### src/rtl/uart_rx_ctrl.sv
// ---------------------------------------------------------------------------
// uart_rx_ctrl
//   Control wrapper around the UART receive processor. It owns the active
//   frame configuration, swaps in a pending configuration only while the
//   line is idle, watches the line for start bits and times out frames the
//   processor never delivered, and buffers delivered frames in a small
//   show-ahead FIFO read through a valid/ready handshake.
//
// Ports
//   clk_16bd             16x baud clock (only clock)
//   rst                  synchronous active-high reset
//   rx                   serial line, asynchronous, monitored only
//   cfg_wr / cfg_*       configuration write strobe and requested fields
//   cfg_pending          a legal write is waiting to be applied
//   cfg_err              1-cycle pulse after a rejected write
//   frame_length, parity, parity_type, stop_bits
//                        active configuration driven to the processor
//   frame / frame_valid  received frame from the processor
//   rd_data / rd_valid / rd_ready
//                        FIFO head and read handshake
//   fifo_count           frames currently held
//   overflow / ovf_clr   sticky lost-frame flag and its clear
//   drop_cnt             saturating count of timed-out frames
// ---------------------------------------------------------------------------
module uart_rx_ctrl #(
    parameter int         DEPTH            = 4,
    parameter logic [3:0] DEF_FRAME_LENGTH = 4'd8,
    parameter logic       DEF_PARITY       = 1'b0,
    parameter logic       DEF_PARITY_TYPE  = 1'b0,
    parameter logic       DEF_STOP_BITS    = 1'b0
) (
    input  logic                     clk_16bd,
    input  logic                     rst,
    input  logic                     rx,
    input  logic                     cfg_wr,
    input  logic [3:0]               cfg_frame_length,
    input  logic                     cfg_parity,
    input  logic                     cfg_parity_type,
    input  logic                     cfg_stop_bits,
    output logic                     cfg_pending,
    output logic                     cfg_err,
    output logic [3:0]               frame_length,
    output logic                     parity,
    output logic                     parity_type,
    output logic                     stop_bits,
    input  logic [8:0]               frame,
    input  logic                     frame_valid,
    output logic [8:0]               rd_data,
    output logic                     rd_valid,
    input  logic                     rd_ready,
    output logic [$clog2(DEPTH):0]   fifo_count,
    output logic                     overflow,
    input  logic                     ovf_clr,
    output logic [7:0]               drop_cnt
);

    localparam int AW = $clog2(DEPTH);
    localparam int CW = AW + 1;

    typedef enum logic {IDLE, BUSY} state_t;

    // line monitor
    logic rx_s1_q, rx_s2_q, rx_s3_q;
    logic fv_q;
    logic fall, fv_rise;

    // control state
    state_t     state_q;
    logic [7:0] timer_q;
    logic [7:0] drop_cnt_q;
    logic [3:0] len_q, pend_len_q;
    logic       par_q, pend_par_q;
    logic       ptype_q, pend_ptype_q;
    logic       stop_q, pend_stop_q;
    logic       pend_q;
    logic       cfg_err_q;

    // FIFO
    logic [8:0]    mem_q [DEPTH];
    logic [AW-1:0] wr_ptr_q, wr_ptr_d;
    logic [AW-1:0] rd_ptr_q, rd_ptr_d;
    logic [CW-1:0] count_q, count_d;
    logic          ovf_q, ovf_d;

    logic       cfg_legal, apply;
    logic [7:0] bits_sum, timer_load;
    logic [8:0] mask, push_data;
    logic       full, pop, push, ovf_set;

    assign fall    = rx_s3_q & ~rx_s2_q;
    assign fv_rise = frame_valid & ~fv_q;

    assign cfg_legal = (cfg_frame_length >= 4'd5) && (cfg_frame_length <= 4'd9);
    // A pending config only lands on an idle cycle that is not starting a frame.
    assign apply     = (state_q == IDLE) && !fall && pend_q;

    // start + data + parity + stop(s), plus one extra bit time of slack
    assign bits_sum   = 8'({4'd0, len_q}) + 8'({7'd0, par_q}) + 8'({7'd0, stop_q}) + 8'd3;
    assign timer_load = bits_sum << 4;

    // ~(all-ones << len) keeps exactly len low bits, including len = 9
    assign mask      = ~(9'h1FF << len_q);
    assign push_data = frame & mask;

    always_ff @(posedge clk_16bd) begin
        if (rst) begin
            rx_s1_q <= 1'b1;
            rx_s2_q <= 1'b1;
            rx_s3_q <= 1'b1;
            fv_q    <= 1'b0;
        end else begin
            rx_s1_q <= rx;
            rx_s2_q <= rx_s1_q;
            rx_s3_q <= rx_s2_q;
            fv_q    <= frame_valid;
        end
    end

    // Frame tracker plus configuration registers.
    always_ff @(posedge clk_16bd) begin
        if (rst) begin
            state_q      <= IDLE;
            timer_q      <= 8'd0;
            drop_cnt_q   <= 8'd0;
            len_q        <= DEF_FRAME_LENGTH;
            par_q        <= DEF_PARITY;
            ptype_q      <= DEF_PARITY_TYPE;
            stop_q       <= DEF_STOP_BITS;
            pend_len_q   <= DEF_FRAME_LENGTH;
            pend_par_q   <= DEF_PARITY;
            pend_ptype_q <= DEF_PARITY_TYPE;
            pend_stop_q  <= DEF_STOP_BITS;
            pend_q       <= 1'b0;
            cfg_err_q    <= 1'b0;
        end else begin
            cfg_err_q <= cfg_wr & ~cfg_legal;

            case (state_q)
                IDLE: begin
                    if (fall) begin
                        state_q <= BUSY;
                        timer_q <= timer_load;
                    end else if (pend_q) begin
                        len_q   <= pend_len_q;
                        par_q   <= pend_par_q;
                        ptype_q <= pend_ptype_q;
                        stop_q  <= pend_stop_q;
                    end
                end
                BUSY: begin
                    if (fv_rise) begin
                        state_q <= IDLE;
                    end else if (timer_q == 8'd0) begin
                        state_q <= IDLE;
                        if (drop_cnt_q != 8'hFF)
                            drop_cnt_q <= drop_cnt_q + 8'd1;
                    end else begin
                        timer_q <= timer_q - 8'd1;
                    end
                end
                default: state_q <= IDLE;
            endcase

            // A write landing on an apply cycle stays pending for a later cycle.
            if (cfg_wr && cfg_legal) begin
                pend_len_q   <= cfg_frame_length;
                pend_par_q   <= cfg_parity;
                pend_ptype_q <= cfg_parity_type;
                pend_stop_q  <= cfg_stop_bits;
                pend_q       <= 1'b1;
            end else if (apply) begin
                pend_q <= 1'b0;
            end
        end
    end

    // FIFO next state
    always_comb begin
        full    = (count_q == CW'(DEPTH));
        pop     = (count_q != '0) && rd_ready;
        // a pop in the same cycle frees the slot a full FIFO needs
        push    = fv_rise && (!full || pop);
        ovf_set = fv_rise && full && !pop;

        wr_ptr_d = push ? wr_ptr_q + 1'b1 : wr_ptr_q;
        rd_ptr_d = pop  ? rd_ptr_q + 1'b1 : rd_ptr_q;
        count_d  = count_q;
        if (push && !pop)
            count_d = count_q + 1'b1;
        else if (pop && !push)
            count_d = count_q - 1'b1;

        ovf_d = ovf_q;
        if (ovf_set)
            ovf_d = 1'b1;
        else if (ovf_clr)
            ovf_d = 1'b0;
    end

    always_ff @(posedge clk_16bd) begin
        if (rst) begin
            wr_ptr_q <= '0;
            rd_ptr_q <= '0;
            count_q  <= '0;
            ovf_q    <= 1'b0;
        end else begin
            wr_ptr_q <= wr_ptr_d;
            rd_ptr_q <= rd_ptr_d;
            count_q  <= count_d;
            ovf_q    <= ovf_d;
        end
    end

    // Storage needs no reset: the pointers define what is valid.
    always_ff @(posedge clk_16bd) begin
        if (push)
            mem_q[wr_ptr_q] <= push_data;
    end

    assign cfg_pending  = pend_q;
    assign cfg_err      = cfg_err_q;
    assign frame_length = len_q;
    assign parity       = par_q;
    assign parity_type  = ptype_q;
    assign stop_bits    = stop_q;
    assign rd_data      = mem_q[rd_ptr_q];
    assign rd_valid     = (count_q != '0);
    assign fifo_count   = count_q;
    assign overflow     = ovf_q;
    assign drop_cnt     = drop_cnt_q;

endmodule

### config.mk
export PLATFORM = sky130hd
export DESIGN_NAME = uart_rx_ctrl
export DESIGN_NICKNAME = d
export VERILOG_FILES = /design/src/rtl/uart_rx_ctrl.sv
export SDC_FILE = /design/constraint.sdc
export NUM_CORES = 1
export LEC_CHECK = 0
export ABC_CLOCK_PERIOD_IN_PS = 2300
export BUFFER_PORTS_ARGS = -buffer_cell sky130_fd_sc_hd__buf_2
export CAP_MARGIN = 25
export CORE_UTILIZATION = 45
export CTS_CLUSTER_DIAMETER = 60
export DETAILED_ROUTE_END_ITERATION = 8
export GPL_ROUTABILITY_DRIVEN = 0
export PLACE_DENSITY = 0.75
export RECOVER_POWER = 50
export SLEW_MARGIN = 5
export SYNTH_ARGS = -nofsm -noshare
export SYNTH_HDL_FRONTEND = slang
export SYNTH_SLANG_ARGS = --single-unit
export TNS_END_PERCENT = 5
### constraint.sdc
create_clock -name clk_16bd -period 2.3 [get_ports clk_16bd]
set_input_delay 0.23 -clock clk_16bd [delete_from_list [all_inputs] [get_ports clk_16bd]]
set_output_delay 0.23 -clock clk_16bd [all_outputs]
set_load 0.005 [all_outputs]
==> results.toml <==
[global_route]
use_met3_pct = 4.105
use_met1_pct = 23.35
grt_pass1_vias = 2468
grt_pass1_wl_um = 11860
antenna_found_initial = 0
grt_max_degree = 32
grt_use_total_pct = 17.94
gr-max-usage-layer = "met2"
overflow = 0
met2_usage_pct = 28.49

[power_and_ir_drop]
p_per_area_nw_per_um2 = 825.5
p_leak_nw = 1.645
vdd_drop_max_mv = 0.3267

[die]
row_count = 32
dieArea_um2 = 8614
die_h_um = 92.81
die_width_um = 92.81
pin_count = 54
coreArea_um2 = 7848
start_util_pct = 47.29

[timing]
skew_ns = 0.01208
rsz0062_at_grt = "no"
period_minus_slack_ns = 2.160
max_slew.worst_pin.slew_ns = 1.332
setup_tns_ns = 0
report.final.slew_viol_count = 0
fin_crit_sh_pct = 93.91
setup_viol = 0
setup_slack_ns = 0.1402
final-hold-violation-count = 0
max_freq_mhz = 463.0
relSlewSlack_pct = 11.22

[critical_path]
cpPeakStageDelay_ns = 0.38
worstSetupPathType = "flop to flop"
start_kind = "flop"
crit_chain = "or3_4, nand2_2, ha_2, inv_1, fa_1, xor2_1, or3_1, a21oi_1"
cp-end-kind = "flop"
cp_max_fo = 5
critPathBufInv = 1
arrival_ns = 2.42
slowest_stage = "or3_4"
critPathTopFamily = "simple AND/OR/NAND/NOR gates"
crit_required_ns = 2.56

[status]
outcome = "complete, no violations"

[cts]
clk_pin_slew_ns = 0.08
clock_path_buffers = 2
tritoncts = "built"
h-tree-depth = 3
cts_sinks = 83
worstSkewPairLatency_ns = 0.34
cts_inserted_buffers = 9
cts-root-buf = "clkbuf_8"

[synth]
synth-main-ff-cell = "dfxtp_1"
syn_area_per_cell_um2 = 11.56
synth_edf_count = 36
synth_cell_types = 52
synth-seq-cells = 83
yosysSeqAreaShare_pct = 54.48
ys_warn_count = 0
syn_nets = 360
synth_area_um2 = 3711
syn-instance-count = 321
synth_async_sr_flop_share_pct = 0

[final_layout]
final_common_cell = "dfxtp_1"
fin_nets = 420
drive_above_1_share_pct = 22.28
layout_common_cells = "dfxtp_1, buf_2, edfxtp_1, nor2_1, nand3_1"
area_delta_synth_final_pct = 16.62
antennaDiodeCount = 0

[routing]
firstDrtPassIters = 5
ant_nets = 0
vias = 2645
viasPerCell = 5.420
drt_wl_total_um = 7092
initialDrtViolationCount = 89
drc_errors = 0
drt-wirelength-per-cell_um = 14.53

[run]
cap_violations = 0

[hold_path]
min_path_type = "primary input to flop"

[place]
io_buffers = 53
dp_slack_ns = 0.1025
hpwl_um = 5008
-- cell usage after synthesis (3+ instances only) --
cell type / instances / share of area [%]
and2_1: 5 / 0.84
dfxtp_1: 47 / 25
or3_1: 6 / 1.0
o41ai_1: 3 / 0.71
a21o_1: 3 / 0.61
a21boi_0: 4 / 0.81
edfxtp_1: 36 / 29
nand2_1: 12 / 1.2
mux4_2: 9 / 5.5
a21oi_1: 19 / 2.6
nand3_1: 20 / 2.7
xor2_1: 5 / 1.2
or4_1: 3 / 0.61
nand2b_1: 5 / 0.84
ha_1: 14 / 4.7
clkbuf_1: 8 / 0.81
inv_1: 18 / 1.8
o31ai_1: 3 / 0.61
mux2i_1: 11 / 3.0
nor2_1: 26 / 2.6
nor2b_1: 5 / 0.84
nor3b_1: 4 / 0.81
o21ai_0: 12 / 1.6
or2_2: 4 / 0.67
-- sequential cells by signal, summed over array words and instances, names as in the netlist, 2 cells and up, named ones only --
name          count
mem_q            36
drop_cnt          8
timer_q           8
frame_length      4
pend_len_q        4
fifo_count        3
rd_ptr_q          2
wr_ptr_q          2
-- cell type report --
type	count	area, µm²
Timing Repair Buffer	61	302.8
Sequential cell	83	2023
Multi-Input combinational cell	208	1588
Tap cell	102	127.6
Fill cell	714	3520
Inverter	18	67.56
Clock buffer	10	127.6
Clock inverter	6	91.34
-- path summary, 6_finish.rpt --
| path | startpoint | endpoint | slack [ns] | cells after the start |
|---|---|---|---|---|
| max reg2reg | fifo_count[0] | fifo_count[2] | 0.14 | 8 |
| min reg2reg | rx_s1_q | rx_s2_q | 0.41 | 1 |
| max | fifo_count[0] | fifo_count[2] | 0.14 | 8 |
| min | rx | rx_s1_q | 0.07 | 2 |
-- per-layer routing --
layer  up-vias  part of all wire (%)
met1      1244                    46
met3        10                   5.5
li1       1302                     -
met2        89                    46
met5         -                     0
met4         0                   2.1
-- worst reg2reg max path, stage by stage, from the launching register on --
cell     delay [ns]
dfxtp_2        0.36
or3_4          0.38
nand2_2        0.09
ha_2           0.18
inv_1          0.05
fa_1           0.38
xor2_1         0.18
or3_1          0.31
a21oi_1        0.14
-- timing repair --
| action | in CTS | in global routing |
|---|---|---|
| setup buffers | 0 | 1 |
| gates resized for setup | 0 | 5 |
| endpoints found under the setup margin | 0 | 5 |
| hold buffers | 0 | 0 |
-- stage by stage --
stage	instance area [µm²]	total power (W)	hold WS [ns]	instances	util (%)
finish	4328	0.003572	0.07470	488	55.15
global route	4328	0.003764	0.05755	488	55.15
CTS	4325	0.003581	0.06203	487	55.12
detailed placement	4106	0.002452	0.3932	471	52.33
global placement	4106	0.002440	0.3945	471	52.33
floorplan	3711	0.002226	0.3338	321	-
-- power breakdown --
group,switching (W),internal [W]
Clock,0.000516,0.000616
Sequential,0.0000886,0.00165
Combinational,0.000326,0.000373
Total,0.000931,0.00264
-- kinds of logic (layout without fill, tap and decap cells) --
group                    Yosys count  in the layout  synth area share (%)
buffers and inverters             30             95                 3.169
multiplexers                      21             21                 8.732
AO/OA/AOI/OAI                     63             63                 11.23
adder cells (fa/ha/maj)           16             16                 5.799
XOR/XNOR                           7              7                 1.652
AND/OR/NAND/NOR                  101            101                 14.94
flip-flops                        83             83                 54.48
Power figures use the tool's default switching activity.
